**src/rtl/led_pattern_seq.sv**
```systemverilog
// LED pattern generator: prescaled steps through COUNT/SCAN/FILL/BLINK, leds/mode registered, step_en freezes all stepping.
// Optional PWM dimming of the leds output is compiled in with `define LED_PWM_EN.
module led_pattern_seq #(
  parameter int unsigned TICK_DIV   = 1000,
  parameter int unsigned MODE_TICKS = 16,
  parameter int unsigned PWM_DUTY   = 8
) (
  input  logic       clk,
  input  logic       rst,
  input  logic       step_en,
  output logic [7:0] leds,
  output logic [1:0] mode
);

  localparam int unsigned PRE_W  = (TICK_DIV > 2) ? $clog2(TICK_DIV) : 1;
  localparam int unsigned STEP_W = (MODE_TICKS > 2) ? $clog2(MODE_TICKS) : 1;

  localparam logic [PRE_W-1:0]  PRE_LAST  = PRE_W'(TICK_DIV - 1);
  localparam logic [STEP_W-1:0] STEP_LAST = STEP_W'(MODE_TICKS - 1);

  localparam logic [1:0] MODE_COUNT = 2'd0;
  localparam logic [1:0] MODE_SCAN  = 2'd1;
  localparam logic [1:0] MODE_FILL  = 2'd2;
  localparam logic [1:0] MODE_BLINK = 2'd3;

  localparam logic DIR_LEFT  = 1'b0;
  localparam logic DIR_RIGHT = 1'b1;

  logic [PRE_W-1:0]  pre_q,  pre_d;
  logic [STEP_W-1:0] step_q, step_d;
  logic [1:0]        mode_q, mode_d;
  logic [7:0]        pat_q,  pat_d;
  logic              dir_q,  dir_d;

  logic       tick;
  logic       advance;
  logic [7:0] scan_next;

  function automatic logic [7:0] entry_value(input logic [1:0] m);
    logic [7:0] v;
    case (m)
      MODE_COUNT: v = 8'h00;
      MODE_SCAN:  v = 8'h01;
      MODE_FILL:  v = 8'h01;
      default:    v = 8'h55;
    endcase
    return v;
  endfunction

  always_comb begin
    tick    = (pre_q == PRE_LAST) && step_en;
    advance = tick && (step_q == STEP_LAST);

    pre_d = pre_q;
    if (step_en) begin
      pre_d = (pre_q == PRE_LAST) ? '0 : pre_q + 1'b1;
    end

    step_d = step_q;
    if (tick) begin
      step_d = (step_q == STEP_LAST) ? '0 : step_q + 1'b1;
    end

    mode_d = advance ? mode_q + 2'd1 : mode_q;

    scan_next = (dir_q == DIR_LEFT) ? {pat_q[6:0], 1'b0} : {1'b0, pat_q[7:1]};

    pat_d = pat_q;
    dir_d = dir_q;
    if (advance) begin
      pat_d = entry_value(mode_d);
      if (mode_d == MODE_SCAN) begin
        dir_d = DIR_LEFT;
      end
    end else if (tick) begin
      case (mode_q)
        MODE_COUNT: pat_d = pat_q + 8'd1;
        MODE_SCAN: begin
          pat_d = scan_next;
          // Reverse on reaching an end so each end shows for exactly one step.
          if (scan_next == 8'h80) begin
            dir_d = DIR_RIGHT;
          end else if (scan_next == 8'h01) begin
            dir_d = DIR_LEFT;
          end
        end
        MODE_FILL:  pat_d = (pat_q == 8'hFF) ? 8'h00 : {pat_q[6:0], 1'b1};
        default:    pat_d = ~pat_q;
      endcase
    end
  end

  always_ff @(posedge clk) begin
    if (rst) begin
      pre_q  <= '0;
      step_q <= '0;
      mode_q <= MODE_COUNT;
      pat_q  <= 8'h00;
      dir_q  <= DIR_LEFT;
    end else begin
      pre_q  <= pre_d;
      step_q <= step_d;
      mode_q <= mode_d;
      pat_q  <= pat_d;
      dir_q  <= dir_d;
    end
  end

  assign mode = mode_q;

`ifdef LED_PWM_EN
  localparam logic [4:0] DUTY = 5'((PWM_DUTY > 16) ? 16 : PWM_DUTY);

  logic [3:0] pwm_q, pwm_d;
  logic [7:0] leds_q, leds_d;

  // Gate with the next PWM count so leds_q always equals pat_q masked by pwm_q.
  always_comb begin
    pwm_d  = pwm_q + 4'd1;
    leds_d = pat_d & {8{({1'b0, pwm_d} < DUTY)}};
  end

  always_ff @(posedge clk) begin
    if (rst) begin
      pwm_q  <= 4'd0;
      leds_q <= 8'h00;
    end else begin
      pwm_q  <= pwm_d;
      leds_q <= leds_d;
    end
  end

  assign leds = leds_q;
`else
  if (PWM_DUTY > 16) begin : g_pwm_duty_ignored
  end

  assign leds = pat_q;
`endif

endmodule
```
**config.mk**
```make
export PLATFORM = sky130hd
export DESIGN_NAME = led_pattern_seq
export DESIGN_NICKNAME = d
export VERILOG_FILES = /design/src/rtl/led_pattern_seq.sv
export SDC_FILE = /design/constraint.sdc
export NUM_CORES = 1
export LEC_CHECK = 0
export ABC_AREA = 0
export CAP_MARGIN = 20
export CORE_AREA = 2 2 58 60
export CTS_CLUSTER_SIZE = 20
export DETAILED_ROUTE_END_ITERATION = 7
export DIE_AREA = 0 0 60 62
export GPL_TIMING_DRIVEN = 0
export PLACE_DENSITY = 0.83
export SLEW_MARGIN = 5
export SYNTH_ARGS = -nofsm -noshare
export SYNTH_HDL_FRONTEND = slang
export SYNTH_SLANG_ARGS = --single-unit
```
**constraint.sdc**
```tcl
create_clock -name clk -period 2.98 [get_ports clk]
set_input_delay 0.596 -clock clk [delete_from_list [all_inputs] [get_ports clk]]
set_output_delay 0.596 -clock clk [all_outputs]
set_load 0.03 [all_outputs]
```
# After elaboration in Yosys (flattened, before gate mapping)
# Cells that the tools add are included.
# word_totals
out_inout_bits,10
elab_cells,44
regBits,25
inputBits,3
# classes
n_addsub,4
reduce_logical,9
muxes,15
n_eq_ne,10
bitwise_logic,1
# op_table
cell,count
$mux W8,4
$pmux W8 S3,1
$eq A8 B8 Y1 const B,2
$pmux W7 S2,1
$add A10 B1 Y10 const B,1
$eq A10 B10 Y1 const B,1
$mux W10,1
$add A8 B1 Y8 const B,1
$eq A8 B1 Y1 const B,1
$not A8 Y8,1
$mux W1,6
$add A4 B1 Y4 const B,1
$eq A2 B1 Y1 const B,2
$eq A2 B2 Y1 const B,2
$eq A4 B4 Y1 const B,1
$logic_not A2 Y1,2
$mux W4,1
$reduce_and A4 Y1,1
$reduce_bool A2 Y1,2
$reduce_bool A3 Y1,1
$add A2 B1 Y2 const B,1
$logic_and A1 B1 Y1,2
$mux W2,1
$ne A2 B1 Y1 const B,1
$reduce_or A2 Y1,1

# Depth between registers and ports, before layout
# logic_depth
ltp_word,8
depth_mapped,8
depth_no_buf,7

# Least setup slack after synthesis
# No wires, ideal clock.
# synth_path
path_kind,register -> register
start,"reg mode_q[0], in the netlist mode[0]"
end,"reg pat_q[4], in the netlist leds[4]"
required_ns,2.846
path_stages_with_launch,8
arrival_ns,1.888
period_less_slack_ns,2.021
path_buffers,0
slack_ns,0.959
setup_ns,0.134
path_cell_list,dfxtp_1 -> inv_1 -> ha_1 -> and2b_2 -> or2b_2 -> a32oi_1 -> or2_0 -> a31oi_1
# synth_via
elab_chain_len,6
word_cells_on_any_way,13
classes_between,add/sub (1); eq/ne (4); mux (5); reduce/logical (3)
# synth_lines
element,line,source
start: declaration,31,"logic [1:0] mode_q, mode_d;"
start signal: assignment,103,mode_q <= mode_d;
$add A2 B1 Y2,64,mode_d = advance ? mode_q + 2'd1 : mode_q;
$mux W2,64,
$eq A2 B1 Y1 / $eq A2 B2 Y1 (equally long branches),41,case (m)
$reduce_or A2 Y1 (no line),--,
$pmux W7 S2,41,
$mux W8 *,70,if (advance) begin
end signal: assignment,104,pat_q <= pat_d;
end: declaration,32,"logic [7:0] pat_q, pat_d;"
# Every way passes the cells marked *; elsewhere a longest branch is shown, timed or not. The select of a mux whose other input is x is not followed.
# A chain may end at the register's enable or synchronous reset.

# Worst setup path in the final report
# layout_path
start,"reg pat_q[7], in the netlist leds[7]"
end,out leds[7]
# layout_lines
element,line,source
end: declaration,11,"output logic [7:0] leds,"
# No word-level cell between the ends.

==> results.json <==
{
  "status": "completed",
  "synth_async_sr_flop_share_pct": 0,
  "rsz0062_at_grt": "false",
  "swShare_pct": 25.06,
  "hpwl_mm": 2.503,
  "hold_path.class": "reg2reg",
  "grt_usage_pct": 21.12,
  "synth_cell_types": 47,
  "rr_endpoint": "leds[4]",
  "htree_levels": 1,
  "cts_sinks": 25,
  "antenna_found_initial": 0,
  "crit_end": "leds[7]",
  "synth_warnings": 0,
  "synth_top_area_share_pct": 30.58,
  "drc": 0,
  "path_max_fanout": 8,
  "grt_pass1_vias": 1369,
  "ys_top_cells_by_count": "27 x nand2_1, 25 x dfxtp_1, 25 x nor2_1, 11 x nand3_1",
  "antenna_cells": 0,
  "max_cap_violations": 0,
  "power.density_nw_per_um2": 292.0,
  "grt_first_pass_wirelength_mm": 5.961,
  "path_depth": 1,
  "rows": 21,
  "die_w_um": 60,
  "netlist_instances": 199,
  "fin_tns_setup_ns": 0,
  "vias": 1440,
  "final_hold_viol_count": 0,
  "gp_congestion": 0.8794,
  "fmax_ghz": 0.4561,
  "comb_power_share_pct": 4.9,
  "cts.reportedPaths.clkPinSlew_ns": 0.14,
  "avgSynthCellArea_sq_um": 8.224,
  "grt_max_degree": 16,
  "finClkSkew_ns": 0.01668,
  "fin_area_sq_um": 1834,
  "cts_resized": 0,
  "cts-root-buf": "clkbuf_4",
  "coreArea_sq_um": 3179,
  "timing.critical_path.from": "leds[7]",
  "cp.required_ns": 2.38,
  "yosysSeqAreaShare_pct": 30.58,
  "synth_seq_cells": 25,
  "cpPeakStageDelay_ns": 0.74,
  "cts_buffer_depth": 2,
  "routedWlPerCell_um": 13.35,
  "cp.arrival_ns": 1.60,
  "post-route-period-util_pct": 73.57,
  "dpl_cell_area_sq_um": 1804,
  "port-buffer-count": 11,
  "nNetsFinal": 225,
  "p_int_w": 0.0004013,
  "p_sw_w": 0.0001342,
  "drive_gt1_share_pct": 12.15,
  "drt_iter0_markers": 82,
  "path_cells": "clkdlybuf4s50_1",
  "yosys_most_used_dff": "dfxtp_1",
  "numCtsBuffers": 3,
  "hold_buffers": 0,
  "clock_latency_ns": 0.34,
  "dieArea_sq_um": 3720,
  "synth_area_sq_um": 1637,
  "synthesis.nets": 209,
  "crit_buf_inv": 1,
  "cpMaxStageDelayCell": "clkdlybuf4s50_1",
  "cp_top_family": "buffers and inverters",
  "start_util_pct": 51.48,
  "synth_largest_area_cell": "dfxtp_1",
  "min_period_ns": 2.192,
  "p_leak_nw": 0.6619,
  "firstDrtPassIters": 4,
  "post-cts-setup-buffers": 0,
  "synth_edf_count": 0,
  "max_slew_margin_pct": 50.99,
  "clockPowerShare_pct": 31.4,
  "peakVddDrop_uv": 238.1,
  "r2r_start": "mode[0]",
  "tightest_slew_ns": 0.7275,
  "grt-ovfl-total": 0,
  "ios": 13,
  "fin_hold_ws_ns": 0.4825,
  "synth.area.top_cells": "dfxtp_1 31%, nand2_1 6.2%, nor2_1 5.7%, ha_1 5.4%, xnor2_1 4.8%",
  "yosysMostFrequentCell": "nand2_1",
  "r2r_cells": 7,
  "fp.dieH_um": 62,
  "final_max_slew_viol_count": 0,
  "startpoint_type": "flop",
  "cp-end-kind": "primary output",
  "ant_nets": 0,
  "setup_viol": 0,
  "totalWireLength_mm": 3.471,
  "p_seq_share_pct": 63.8,
  "path_class": "reg2out",
  "ff2ff_setup_slack_ns": 0.97,
  "cts_tree": "yes",
  "areaGrowthSynthToFinish_pct": 12.08,
  "routed_via_density": 5.538
}
-- tightest hold or removal path, cell delays in order (launching register included) --
cell and delay [ns]:
dfxtp_1 0.35, nand2_1 0.06, a21oi_1 0.05
-- cell type report --
type,count,area (sq um)
Fill cell,315,1345
Buffer,16,148.9
Multi-Input combinational cell,154,972.2
Inverter,4,15.01
Sequential cell,25,500.5
Clock buffer,3,22.52
Tap cell,46,57.56
Timing Repair Buffer,11,110.1
Clock inverter,1,7.507
-- logic make-up after synthesis --
family                     synth area share, %
muxes                                    1.988
AOI/OAI and AO/OA                        15.52
adders and majority gates                5.351
buffers and inverters                    10.01
and+or+nand+nor                          27.45
DFF                                      30.58
xor gates and xnor gates                 9.098
-- registers in the layout, indices dropped and copies added (netlist names) --
signal and cells:
mode 2, pre_q 10, dir_q 1, step_q 4, leds 8
-- layout by cell type (no fill, tap or decap), drive strengths merged, types with 2 or more instances in the layout --
cell type      netlist  final
a221oi               4      4
dfxtp               25     25
nor3                 6      6
nor2                25     25
a31oi                3      3
xor2                 8      8
clkdlybuf4s50        0     11
and3                 6      6
clkbuf               8     11
a21oi               10     10
o21ai                7      7
ha                   7      7
a22oi                2      2
a221o                2      2
and4                 2      2
xnor2                9      9
nand3               11     11
buf                  7      7
a32oi                3      3
or3                  2      2
inv                  4      4
a211oi               2      2
nand2               27     27
mux2                 2      2
nand4                3      3
-- power by group through the flow --
stage / clock network (W) / logic (W) / registers, W
6_report: 0.000168 / 0.0000260 / 0.000341
2_1_floorplan: 0 / 0.0000197 / 0.000348
5_1_grt: 0.000185 / 0.0000300 / 0.000342
3_5_place_dp: 0 / 0.0000263 / 0.000349
3_3_place_gp: 0 / 0.0000253 / 0.000348
4_1_cts: 0.000171 / 0.0000265 / 0.000342
-- per-stage QoR --
step,std cells,util (%),total power (W),setup WS (ns)
after global placement,256,56.75,0.0003737,0.6340
after detailed placement,256,56.75,0.0003750,0.6125
after CTS,260,57.69,0.0005385,0.7873
after floorplan,199,-,0.0003678,0.9586
after global routing,260,57.69,0.0005569,0.7408
final,260,57.69,0.0005355,0.7877
-- metal layers --
| metal | global-route usage (%) | part of all wire, % | vias to the layer above |
|---|---|---|---|
| met1 | 24.97 | 44 | 677 |
| met4 | 9.524 | 1.6 | 0 |
| met2 | 38.35 | 50 | 35 |
| met3 | 2.484 | 3.8 | 5 |
| li1 | - | - | 723 |
| met5 | 0 | 0 | - |
-- worst min path at each step --
stage | endpoint | depth (start not counted) | slack [ns] | start
6_report | step_q[1] | 2 | 0.48 | step_q[1]
5_1_grt | step_q[1] | 2 | 0.52 | step_q[1]
4_1_cts | step_q[1] | 2 | 0.49 | step_q[1]
3_5_place_dp | step_q[1] | 2 | 0.47 | step_q[1]
3_3_place_gp | step_q[1] | 2 | 0.46 | step_q[1]
2_1_floorplan | step_q[1] | 2 | 0.45 | step_q[1]
Note: power is estimated with default switching activity, not from simulation.
